[config.mk]
export PLATFORM = sky130hd
export DESIGN_NAME = alarm_controller
export DESIGN_NICKNAME = d
export VERILOG_FILES = /design/src/rtl/alarm_pkg.sv /design/src/rtl/edge_detector.sv /design/src/rtl/alarm_controller.sv
export SDC_FILE = /design/constraint.sdc
export NUM_CORES = 1
export LEC_CHECK = 0
export CAP_MARGIN = 10
export CELL_PAD_IN_SITES_DETAIL_PLACEMENT = 1
export CELL_PAD_IN_SITES_GLOBAL_PLACEMENT = 2
export CORE_MARGIN = 3
export CORE_UTILIZATION = 28
export DETAILED_ROUTE_END_ITERATION = 10
export PLACE_DENSITY_LB_ADDON = 0.2
export REMOVE_ABC_BUFFERS = 1
export SLEW_MARGIN = 10
export SYNTH_ARGS = -nofsm -noshare
export SYNTH_HDL_FRONTEND = slang
export SYNTH_SLANG_ARGS = --single-unit
[constraint.sdc]
create_clock -name clk -period 2.9 [get_ports clk]
set_clock_uncertainty 0.05 [all_clocks]
set_input_delay 0.58 -clock clk [delete_from_list [all_inputs] [get_ports clk]]
set_output_delay 0.58 -clock clk [all_outputs]
set_load 0.02 [all_outputs]
[src/rtl/alarm_pkg.sv]
// Shared types and default constants for the alarm controller.
// Used by alarm_controller and edge_detector.
package alarm_pkg;

  typedef enum logic [1:0] {
    ST_IDLE     = 2'd0,
    ST_SOUNDING = 2'd1,
    ST_SILENCED = 2'd2,
    ST_LOCKOUT  = 2'd3
  } alarm_state_e;

  localparam int BLINK_HALF_DEF    = 4;
  localparam int SOUND_TIMEOUT_DEF = 32;
  localparam int MAX_EVENTS_DEF    = 3;

  localparam logic [3:0] CNT_SAT = 4'd15;

  // Event counter increment that holds at its terminal value instead of wrapping.
  function automatic logic [3:0] sat_inc(input logic [3:0] v);
    logic [3:0] r;
    if (v == CNT_SAT) begin
      r = v;
    end else begin
      r = v + 4'd1;
    end
    return r;
  endfunction

endpackage

[src/rtl/edge_detector.sv]
// Rising-edge detector: one-cycle trigger when alarme goes high.
// History clears to 0 on reset, so a level high at release counts as an edge.
module edge_detector
  import alarm_pkg::*;
(
  input  logic clk,
  input  logic reset,
  input  logic alarme,
  output logic trigger
);

  logic prev_r;

  // Previous-cycle sample of alarme.
  always_ff @(posedge clk) begin
    if (!reset) begin
      prev_r <= 1'b0;
    end else begin
      prev_r <= alarme;
    end
  end

  assign trigger = alarme & ~prev_r;

endmodule

[src/rtl/alarm_controller.sv]
// Alarm controller: siren/LED sequencing with timeout and optional event lockout.
// Optional feature macro: ALARM_LOCKOUT_EN (event counting and LOCKOUT state).
module alarm_controller
  import alarm_pkg::*;
#(
  parameter int BLINK_HALF    = BLINK_HALF_DEF,
  parameter int SOUND_TIMEOUT = SOUND_TIMEOUT_DEF,
  parameter int MAX_EVENTS    = MAX_EVENTS_DEF
) (
  input  logic       clk,
  input  logic       reset,
  input  logic       alarme,
  input  logic       arm,
  input  logic       ack,
  output logic       sirene,
  output logic       led_alarme,
  output logic [3:0] contagem,
  output logic       lockout
);

  localparam int BW = (BLINK_HALF > 1) ? $clog2(BLINK_HALF) : 1;
  localparam int TW = (SOUND_TIMEOUT > 1) ? $clog2(SOUND_TIMEOUT) : 1;
  localparam logic [BW-1:0] BLINK_LAST = BW'(BLINK_HALF - 1);
  localparam logic [TW-1:0] TIMER_LAST = TW'(SOUND_TIMEOUT - 1);

  if ((MAX_EVENTS < 1) || (MAX_EVENTS > 15)) begin : g_bad_max_events
    $error("alarm_controller: MAX_EVENTS must be in 1..15");
  end

  logic          trigger_s;
  logic          accept_s;
  logic          lock_hit_s;
  logic          timer_done_s;
  alarm_state_e  state_r;
  alarm_state_e  state_next_s;
  logic [TW-1:0] timer_r;
  logic [TW-1:0] timer_next_s;
  logic [BW-1:0] blink_r;
  logic [BW-1:0] blink_next_s;
  logic          phase_r;
  logic          phase_next_s;
  logic          sirene_r;
  logic          sirene_next_s;
  logic          led_r;
  logic          led_next_s;

  edge_detector u_edge (
    .clk     (clk),
    .reset   (reset),
    .alarme  (alarme),
    .trigger (trigger_s)
  );

  assign accept_s     = trigger_s & arm & (state_r != ST_LOCKOUT);
  assign timer_done_s = (timer_r == TIMER_LAST);

`ifdef ALARM_LOCKOUT_EN
  logic [3:0] cnt_r;
  logic       lockout_r;

  assign lock_hit_s = accept_s & (sat_inc(cnt_r) == 4'(MAX_EVENTS));

  // Accepted-trigger counter; only reset clears it.
  always_ff @(posedge clk) begin
    if (!reset) begin
      cnt_r <= 4'd0;
    end else if (accept_s) begin
      cnt_r <= sat_inc(cnt_r);
    end else begin
      cnt_r <= cnt_r;
    end
  end

  // Lockout flag follows the registered state.
  always_ff @(posedge clk) begin
    if (!reset) begin
      lockout_r <= 1'b0;
    end else begin
      lockout_r <= (state_next_s == ST_LOCKOUT);
    end
  end

  assign contagem = cnt_r;
  assign lockout  = lockout_r;
`else
  assign lock_hit_s = 1'b0;
  assign contagem   = 4'd0;
  assign lockout    = 1'b0;
`endif

  // State register.
  always_ff @(posedge clk) begin
    if (!reset) begin
      state_r <= ST_IDLE;
    end else begin
      state_r <= state_next_s;
    end
  end

  // Next-state logic; an accepted trigger outranks ack, arm drop and timeout.
  always_comb begin
    state_next_s = state_r;
    case (state_r)
      ST_IDLE: begin
        if (accept_s) begin
          state_next_s = lock_hit_s ? ST_LOCKOUT : ST_SOUNDING;
        end else begin
          state_next_s = ST_IDLE;
        end
      end
      ST_SOUNDING: begin
        if (accept_s) begin
          state_next_s = lock_hit_s ? ST_LOCKOUT : ST_SOUNDING;
        end else if (!arm || ack) begin
          state_next_s = ST_IDLE;
        end else if (timer_done_s) begin
          state_next_s = ST_SILENCED;
        end else begin
          state_next_s = ST_SOUNDING;
        end
      end
      ST_SILENCED: begin
        if (accept_s) begin
          state_next_s = lock_hit_s ? ST_LOCKOUT : ST_SOUNDING;
        end else if (!arm || ack) begin
          state_next_s = ST_IDLE;
        end else begin
          state_next_s = ST_SILENCED;
        end
      end
      ST_LOCKOUT: begin
        state_next_s = ST_LOCKOUT;
      end
      default: begin
        state_next_s = ST_IDLE;
      end
    endcase
  end

  // Timeout and blink-phase update; any (re)entry into SOUNDING restarts both.
  always_comb begin
    timer_next_s = {TW{1'b0}};
    blink_next_s = {BW{1'b0}};
    phase_next_s = 1'b1;
    if ((state_next_s != ST_SOUNDING) || accept_s) begin
      timer_next_s = {TW{1'b0}};
      blink_next_s = {BW{1'b0}};
      phase_next_s = 1'b1;
    end else begin
      timer_next_s = timer_r + TW'(1);
      if (blink_r == BLINK_LAST) begin
        blink_next_s = {BW{1'b0}};
        phase_next_s = ~phase_r;
      end else begin
        blink_next_s = blink_r + BW'(1);
        phase_next_s = phase_r;
      end
    end
  end

  // Timer and blink registers.
  always_ff @(posedge clk) begin
    if (!reset) begin
      timer_r <= {TW{1'b0}};
      blink_r <= {BW{1'b0}};
      phase_r <= 1'b1;
    end else begin
      timer_r <= timer_next_s;
      blink_r <= blink_next_s;
      phase_r <= phase_next_s;
    end
  end

  // Output decode from the upcoming state so outputs align with the state register.
  always_comb begin
    sirene_next_s = 1'b0;
    led_next_s    = 1'b0;
    case (state_next_s)
      ST_IDLE: begin
        sirene_next_s = 1'b0;
        led_next_s    = 1'b0;
      end
      ST_SOUNDING: begin
        sirene_next_s = phase_next_s;
        led_next_s    = 1'b1;
      end
      ST_SILENCED: begin
        sirene_next_s = 1'b0;
        led_next_s    = 1'b1;
      end
      ST_LOCKOUT: begin
        sirene_next_s = 1'b1;
        led_next_s    = 1'b1;
      end
      default: begin
        sirene_next_s = 1'b0;
        led_next_s    = 1'b0;
      end
    endcase
  end

  // Output registers.
  always_ff @(posedge clk) begin
    if (!reset) begin
      sirene_r <= 1'b0;
      led_r    <= 1'b0;
    end else begin
      sirene_r <= sirene_next_s;
      led_r    <= led_next_s;
    end
  end

  assign sirene     = sirene_r;
  assign led_alarme = led_r;

endmodule

* Word-level counts from Yosys, hierarchy flattened
Index checks and enable logic that the tools add are counted.
W data, S select, Z words.
** Word-level totals
- Register bits after elaboration :: 13
- Input port bits :: 5
** Cells by class
- Reductions and logical operators :: 9
- Add/sub/neg operators :: 2
- Bitwise gates (word level) :: 6
- Equality and inequality tests :: 10
- Muxes and demuxes :: 11
** Operator list (number)
- $eq A2 B2 Y1 const B :: 5
- $mux W2 :: 5
- $pmux W2 S4 :: 1
- $reduce_or A3 Y1 :: 2
- $add A5 B1 Y5 const B :: 1
- $eq A5 B5 Y1 const B :: 1
- $eq A2 B1 Y1 const B :: 2
- $logic_not A2 Y1 :: 2
- $reduce_or A2 Y1 :: 2
- $and A1 B1 Y1 :: 3
- $mux W1 :: 3
- $not A1 Y1 :: 3
- $pmux W1 S3 :: 1
- $add A2 B1 Y2 const B :: 1
- $logic_or A1 B1 Y1 :: 2
- $ne A2 B1 Y1 const B :: 1
- $ne A2 B2 Y1 const B :: 1
- $pmux W1 S2 :: 1
- $logic_not A1 Y1 :: 1

* Depth between registers and ports, before layout
Gate-level depths: netlist of the first run.
- Depth in word-level cells :: 10
- Mapped depth :: 7

* Hierarchy
Synthesis of the first run repeated with hierarchy kept, for this count alone.
** Unflattened totals
- Cell total of the unflattened synthesis :: 56
- Area total of the unflattened synthesis :: 573.0 µm²
** Modules (own cells, without submodules)
- alarm_controller :: seq. area each 240.2 µm², times used 1, area an instance 533.0 µm², cells each 53
- edge_detector :: seq. area each 20.0 µm², times used 1, area an instance 40.0 µm², cells each 3

* Least setup slack after synthesis of the first run
Ideal clock, no wire load.
- Path kind :: register to register
- Start point :: register timer_r[0]
- End point :: register phase_r
- Library setup time :: 119 ps
- Setup slack :: 695 ps
- Arrival time :: 2035 ps
- Stages on the path, launching flop included :: 8
- Path buffers :: 1
- Cell sequence :: dfxtp_1 > ha_1 > and3_1 > ha_1 > or3b_1 > or4_4 > buf_6 > nand2b_1
** On the way
- Longest elaborated chain between the ends :: 8
** Ends and longest elaborated chain
- start: declaration :: line alarm_controller.sv:36 : logic [TW-1:0] timer_r;
- start signal: assignment :: line alarm_controller.sv:164 : timer_r <= {TW{1'b0}};
- start signal: assignment :: line alarm_controller.sv:168 : timer_r <= timer_next_s;
- $eq A5 B5 Y1 :: line alarm_controller.sv:55 : assign timer_done_s = (timer_r == TIMER_LAST);
- $mux W2 :: line alarm_controller.sv:116 : end else if (timer_done_s) begin
- $mux W2 :: line alarm_controller.sv:114 : end else if (!arm || ack) begin
- $mux W2 :: line alarm_controller.sv:112 : if (accept_s) begin
- $pmux W2 S4 :: line alarm_controller.sv:103 : case (state_r)
- $ne A2 B1 Y1 :: line alarm_controller.sv:145 : if ((state_next_s != ST_SOUNDING) || accept_s) begin
- $logic_or A1 B1 Y1 :: line alarm_controller.sv:145
- $mux W1 :: line alarm_controller.sv:145
- end signal: assignment :: line alarm_controller.sv:170 : phase_r <= phase_next_s;
- end: declaration :: line alarm_controller.sv:40 : logic phase_r;
Every way passes these cells.
A chain may end at the register's enable or synchronous reset.

* Worst setup path after layout of the first run
Same ends and word-level chain as after synthesis.

==> results of run 1 <==
## final timing paths
check / cells after the start / end / slack, ns / startpoint
worst max-delay path: 6 / phase_r / 0.61 / timer_r[0]
worst min-delay path: 1 / blink_r[0] / 0.39 / blink_r[0]
worst max register to register: 6 / phase_r / 0.61 / timer_r[0]
worst min register to register: 1 / blink_r[0] / 0.39 / blink_r[0]
## cells in the final DEF, fill, tap and decap left out, drive strengths merged, types with 2 or more instances in the layout
cell type / count
nand4: 2
xnor2: 2
ha: 3
nand3: 3
clkbuf: 4
clkdlybuf4s50: 6
nor2: 6
and2: 2
conb: 5
inv: 3
dfxtp: 13
a21oi: 2
nor2b: 2
## sequential cells by signal, indices dropped and copies added (netlist names)
| register | cells |
|---|---|
| led_alarme | 1 |
| state_r | 2 |
| sirene | 1 |
| phase_r | 1 |
| blink_r | 2 |
| timer_r | 5 |
| u_edge.prev_r | 1 |
## critical path: cells and delay by family, from the launching register on
kind                       cells  cell delay (ns)
DFF                            1             0.33
and+or+nand+nor                4             1.38
adders and majority gates      2             0.41
## cell usage after synthesis, types with 2 or more instances
cell,count,share of area [%]
sky130_fd_sc_hd__a21oi_1,2,1.8
sky130_fd_sc_hd__and2_1,2,2.2
sky130_fd_sc_hd__buf_4,5,6.6
sky130_fd_sc_hd__dfxtp_1,13,46
sky130_fd_sc_hd__ha_1,3,6.6
sky130_fd_sc_hd__inv_1,3,2.0
sky130_fd_sc_hd__nand3_1,3,2.6
sky130_fd_sc_hd__nand4_1,2,2.2
sky130_fd_sc_hd__nor2_1,6,3.9
sky130_fd_sc_hd__nor2b_1,2,2.2
sky130_fd_sc_hd__xnor2_1,2,3.1
## through the flow
stage | utilization [%] | std cells | power, W
after global routing | 36.0 | 92 | 0.000336
after global placement | 34.6 | 88 | 0.000211
after detailed placement | 34.6 | 88 | 0.000211
final | 36.0 | 92 | 0.000316
after CTS | 36.0 | 92 | 0.000326
after floorplan | - | 57 | 0.000200
## kinds of logic after synthesis
| family | count (synthesis) | share of synthesized area [%] |
|---|---|---|
| XOR/XNOR | 3 | 4.60 |
| adder cells (fa/ha/maj) | 3 | 6.57 |
| AO/OA/AOI/OAI | 6 | 6.78 |
| other | 1 | 0.656 |
| flip-flops | 13 | 45.5 |
| buffers and inverters | 9 | 10.5 |
| AND/OR/NAND/NOR | 24 | 25.4 |
## power by group
part           total (W)  internal (W)  leakage [nW]  switching (W)
Clock           0.000110     0.0000532        0.0150      0.0000563
Sequential      0.000181      0.000180         0.105     0.00000110
Combinational  0.0000250     0.0000105         0.143      0.0000145
Total           0.000316      0.000244         0.263      0.0000719
## area by class of cell
class                           instances  area [µm²]  area share [%]
Sequential cell                        13         260            39.7
Inverter                                3        11.3            1.72
Clock buffer                            4        26.3            4.01
Multi-Input combinational cell         41         267            40.6
Timing Repair Buffer                    6        60.1            9.16
Tap cell                               25        31.3            4.77
## routing by layer
metal	global-route usage, %	up-vias	wire length (µm)
met2	13.1	10	412
li1	-	209	-
met3	5.54	2	63
met1	9.43	182	447
met4	2.69	0	9
met5	0	-	0
==> impl_results.rst, run 1 <==
.. list-table::
   :header-rows: 1

   * - Metric
     - Value
   * - Status
     - completed
   * - Max-capacitance violation count
     - 0
   * - Number of distinct library cells after synthesis
     - 27
   * - WHS
     - 0.387 ns
   * - Maximum number of pins on one net before global-route repair
     - 9
   * - Number of hold-repair buffers added at the cts stage
     - 0
   * - Post-Syn Area per Cell
     - ~9.7 µm²
   * - Setup slack at placement
     - between 0.4 and 0.5 ns
   * - Drt initial violations
     - 8
   * - Std-Cell Rows
     - 15
   * - Required time worst endpoint
     - around 3.0 ns
   * - Post-route minimum period
     - approximately 2.3 ns
   * - Clk slew on worst S/H paths
     - about 0.08 ns
   * - Worst-path cell with the longest stage delay
     - sky130_fd_sc_hd__or4_4
   * - Vias in the first global route
     - about 390
   * - Primary FF master, synth
     - sky130_fd_sc_hd__dfxtp_1
   * - Gate Count Post-Synth
     - 59
   * - Leakage power
     - 0.263 nW
   * - Most frequent cell on the critical path
     - sky130_fd_sc_hd__ha_1
   * - Number of synthesized flops with an enable pin
     - 0
   * - Height of the die
     - approximately 50 µm
   * - Critical path, cell by cell
     - ha_1 -> and3_1 -> ha_1 -> or3b_1 -> or4_4 -> nand2b_1
   * - Number of antenna repair diodes
     - 0
   * - Unrepaired setup endpoints after global routing
     - no
   * - Via count
     - slightly above 400
   * - Post-route worst setup slack
     - 0.610 ns
   * - Layout Nets
     - 76
   * - Worst Setup Start Kind
     - register
   * - Layout-stage area growth over the synthesis result
     - 14.7%
   * - Largest driver fanout on the critical path
     - 8
   * - Sinks on the clock net
     - 13
   * - DRC viols
     - 0
   * - Routability Congestion
     - roughly 0.67
   * - Total iterations of the first detailed-routing run
     - 4
   * - Initial core utilization
     - a little under a third
   * - Clock latency reported for the late side of the worst-skew pair
     - roughly 0.27 ns
   * - Total global routing track utilization
     - around 8.5%
   * - Antenna violations before repair
     - 0
   * - Deepest clock path buffer count
     - 2
   * - Worst setup path category
     - reg2reg
   * - CTS root buf
     - sky130_fd_sc_hd__clkbuf_4
   * - Width of the die
     - 51.2 µm
   * - Placeable core area
     - ~0.0018 mm²
   * - Kind of end point of the critical path
     - register
   * - Finish-stage setup viols
     - 0
   * - Top-Level Pins
     - 12
   * - Sum of routed wire length over all layers
     - 932 µm
   * - Ratio of cells with drive above 1 in the final layout
     - under 10%
   * - Placed Instance Area
     - approximately 630 µm²
   * - Maximum ir drop on the vdd rail
     - 0.193 mV
   * - Clock tree from TritonCTS
     - yes
   * - Mean routed wirelength per cell
     - 10.1 µm
   * - Count of yosys warnings during synthesis
     - 0
   * - Half-perimeter wire length after detailed placement
     - 700 µm
   * - Number of buffers inserted during clock tree synthesis
     - 3
   * - Netlist Area Pre-Place
     - ~570 µm²
   * - Number of filler instances in the final layout
     - ~220
   * - Final Cell Area
     - around 660 µm²
   * - Power density cells
     - just under 500 mW/mm²
   * - Share of flip-flops with an asynchronous set or reset after synthesis
     - 0%
   * - Sequential share of the synthesized area
     - 45.5%
   * - DIE AREA
     - about 0.0026 mm²
   * - Htree depth
     - 1
   * - Cells resized by post-CTS repair
     - 0
   * - Endpoint arrival time on the critical path
     - approximately 2.4 ns
   * - Fraction of the cycle the final worst path needs
     - between 70% and 80%
   * - Crit path largest cell delay
     - 0.59 ns
   * - Setup TNS
     - 0 ns
   * - Overall overflow remaining after global route
     - 0
   * - Input/output buffers
     - 6
   * - Vias per inst
     - about 4.4
   * - Post-CTS Repair Setup Buffers
     - 0
   * - Wire length of the first global-routing pass
     - 1.60 mm
   * - Fmax achieved
     - 437 MHz
   * - Final Max Slew Viols
     - 0
   * - Routed Antenna Nets
     - 0
   * - Endpoints failing hold
     - 0
   * - Worst min-delay path class
     - reg2reg
   * - Flip-flop and latch count after synthesis
     - 13
No activity file was read; power rests on OpenSTA's default activity.
==> inputs of run 2 (changes only) <==
==> constraint.sdc (replaced) <==
create_clock -name clk -period 2.3 [get_ports clk]
set_clock_uncertainty 0.05 [all_clocks]
set_input_delay 0.46 -clock clk [delete_from_list [all_inputs] [get_ports clk]]
set_output_delay 0.46 -clock clk [all_outputs]
set_load 0.02 [all_outputs]
==> impl_results.rst, run 2 (same netlist as run 1, synthesis figures left out) <==
.. list-table::
   :header-rows: 1

   * - Metric
     - Value
   * - Status
     - completed
   * - Via count
     - 409
   * - Total global routing track utilization
     - about a tenth
   * - Clock tree from TritonCTS
     - yes
   * - Worst min-delay path class
     - reg2reg
   * - Max-capacitance violation count
     - 0
   * - Worst-path cell with the longest stage delay
     - sky130_fd_sc_hd__or4_4
   * - Routed Antenna Nets
     - 0
   * - Half-perimeter wire length after detailed placement
     - between 800 and 900 µm
   * - WHS
     - approximately 0.38 ns
   * - Clk slew on worst S/H paths
     - 0.09 ns
   * - Height of the die
     - ~50 µm
   * - Std-Cell Rows
     - 15
   * - Wire length of the first global-routing pass
     - about 1.8 mm
   * - DIE AREA
     - roughly 0.0026 mm²
   * - Final Max Slew Viols
     - 0
   * - Required time worst endpoint
     - 2.43 ns
   * - Non-filler cells in the finished layout
     - 94
   * - Number of antenna repair diodes
     - 0
   * - Post-route worst setup slack
     - roughly 0.13 ns
   * - Most common cell after layout, fill and taps aside
     - sky130_fd_sc_hd__dfxtp_1
   * - Post-Place Cells
     - 90
   * - Routability Congestion
     - a little under 0.7
   * - Crit-path leading delay family
     - simple AND/OR/NAND/NOR gates
   * - Layout-stage area growth over the synthesis result
     - 17.5%
   * - Sum of routed wire length over all layers
     - roughly 1.0 mm
   * - Overall overflow remaining after global route
     - 0
   * - Power density cells
     - 608 mW/mm²
   * - Cells resized by post-CTS repair
     - 0
   * - Number of flip-flops under the largest register name
     - 5
   * - Kind of end point of the critical path
     - register
   * - Input/output buffers
     - 6
   * - Finish-stage setup viols
     - 0
   * - Worst setup path category
     - reg2reg
   * - Final Cell Area
     - 672 µm²
   * - Placed Instance Area
     - 644 µm²
   * - Initial core utilization
     - 31.4%
   * - Total iterations of the first detailed-routing run
     - 1
   * - Sinks on the clock net
     - 13
   * - Deepest clock path buffer count
     - 2
   * - Global-route track usage on met3
     - ~5.5%
   * - Met1 usage in global routing
     - roughly 11%
   * - Register with the highest flop count
     - timer_r
   * - Vias in the first global route
     - around 400
   * - Setup TNS
     - 0 ns
   * - Unrepaired setup endpoints after global routing
     - no
   * - Mean routed wirelength per cell
     - approximately 11 µm
   * - DRC viols
     - 0
   * - CTS root buf
     - sky130_fd_sc_hd__clkbuf_4
   * - Fmax achieved
     - 462 MHz
   * - Worst Setup Start Kind
     - register
   * - Largest driver fanout on the critical path
     - 8
   * - Placeable core area
     - 0.00182 mm²
   * - Width of the die
     - just over 50 µm
   * - Ratio of cells with drive above 1 in the final layout
     - a little under an eighth
   * - Fraction of the cycle the final worst path needs
     - between 90% and 100%
   * - Layout Nets
     - around 80
   * - Top-Level Pins
     - 12
   * - Endpoints failing hold
     - 0
   * - Maximum ir drop on the vdd rail
     - roughly 0.29 mV
   * - Htree depth
     - 1
   * - Leakage power
     - about 0.27 nW
   * - Peak-usage layer in the global routing report
     - met2
   * - Clock latency reported for the late side of the worst-skew pair
     - roughly 0.28 ns
   * - Regs by FF count
     - timer_r: 5 flops, blink_r: 2 flops, state_r: 2 flops
   * - Post-route minimum period
     - around 2.2 ns
   * - Most frequent cell on the critical path
     - sky130_fd_sc_hd__ha_1
   * - Met2 demand-to-capacity share in global routing
     - between 10 and 15%
   * - Sum of buffers and inverters on the critical path
     - 0
   * - Maximum number of pins on one net before global-route repair
     - 9
   * - Number of buffers inserted during clock tree synthesis
     - 3
   * - Drt initial violations
     - 0
   * - Antenna violations before repair
     - 0
   * - Most used cells in the layout excluding fill and tap cells
     - 13 x sky130_fd_sc_hd__dfxtp_1, 6 x sky130_fd_sc_hd__nor2_1, 6 x sky130_fd_sc_hd__clkdlybuf4s50_1
   * - Endpoint arrival time on the critical path
     - approximately 2.3 ns
   * - Setup slack at placement
     - 0.0132 ns
   * - Critical path, cell by cell
     - ha_1 -> and3_1 -> ha_1 -> or3b_1 -> or4_4 -> nand2b_1
   * - Crit path largest cell delay
     - about 0.49 ns
   * - Vias per inst
     - approximately 4.4
[run 2: changes by cell type in the layout (fill, tap and decap cells not counted), sizes merged]
cell | previous run | this run
clkbuf | 4 | 3
clkinv | 0 | 1
buf | 0 | 2
[run 2: worst reg2reg max path: cells and delay by family (launching register included)]
kind                     cells  cell delay (ns)
AND/OR/NAND/NOR              4             1.27
adder cells (fa/ha/maj)      2             0.42
flip-flops                   1             0.33
[run 2: worst paths after layout]
kind	startpoint	to	slack (ns)	cells past startpoint
setup / recovery	timer_r[0]	phase_r	0.13	6
setup reg to reg	timer_r[0]	phase_r	0.13	6
hold reg to reg	blink_r[0]	blink_r[0]	0.38	1
hold / removal	blink_r[0]	blink_r[0]	0.38	1
[run 2: routing by layer]
layer | part of all wire [%] | routed length [µm] | vias to the layer above
li1 | - | - | 208
met1 | 45 | 458 | 187
met2 | 46 | 466 | 11
met3 | 7.6 | 77 | 3
met4 | 1.7 | 17 | 0
met5 | 0 | 0 | -
[run 2: report_power, final]
group / switching [W] / internal, W / total (W) / leakage [nW]
Sequential: 0.00000147 / 0.000227 / 0.000229 / 0.105
Clock: 0.0000804 / 0.0000646 / 0.000145 / 0.0177
Combinational: 0.0000190 / 0.0000154 / 0.0000345 / 0.152
Total: 0.000101 / 0.000307 / 0.000408 / 0.275
[run 2: through the flow]
stage          utilization (%)  total power (W)
2_1_floorplan                -         0.000252
3_3_place_gp              35.4         0.000268
3_5_place_dp              35.4         0.000269
4_1_cts                   36.9         0.000419
5_1_grt                   36.9         0.000431
6_report                  36.9         0.000408
[run 2: timing repair]
item,CTS,global route
setup buffers,0,0
hold buffers,0,0
endpoints found under the setup margin,0,3
[run 2: area by class of cell]
class,count,area (µm²)
fillers,230,1150
flip-flops and latches,13,260
well taps,25,31.3
repair buffers,8,75.1
inverters,3,11.3
multi-input cells,41,267
clock buffers,3,22.5
clock inverters,1,5.00
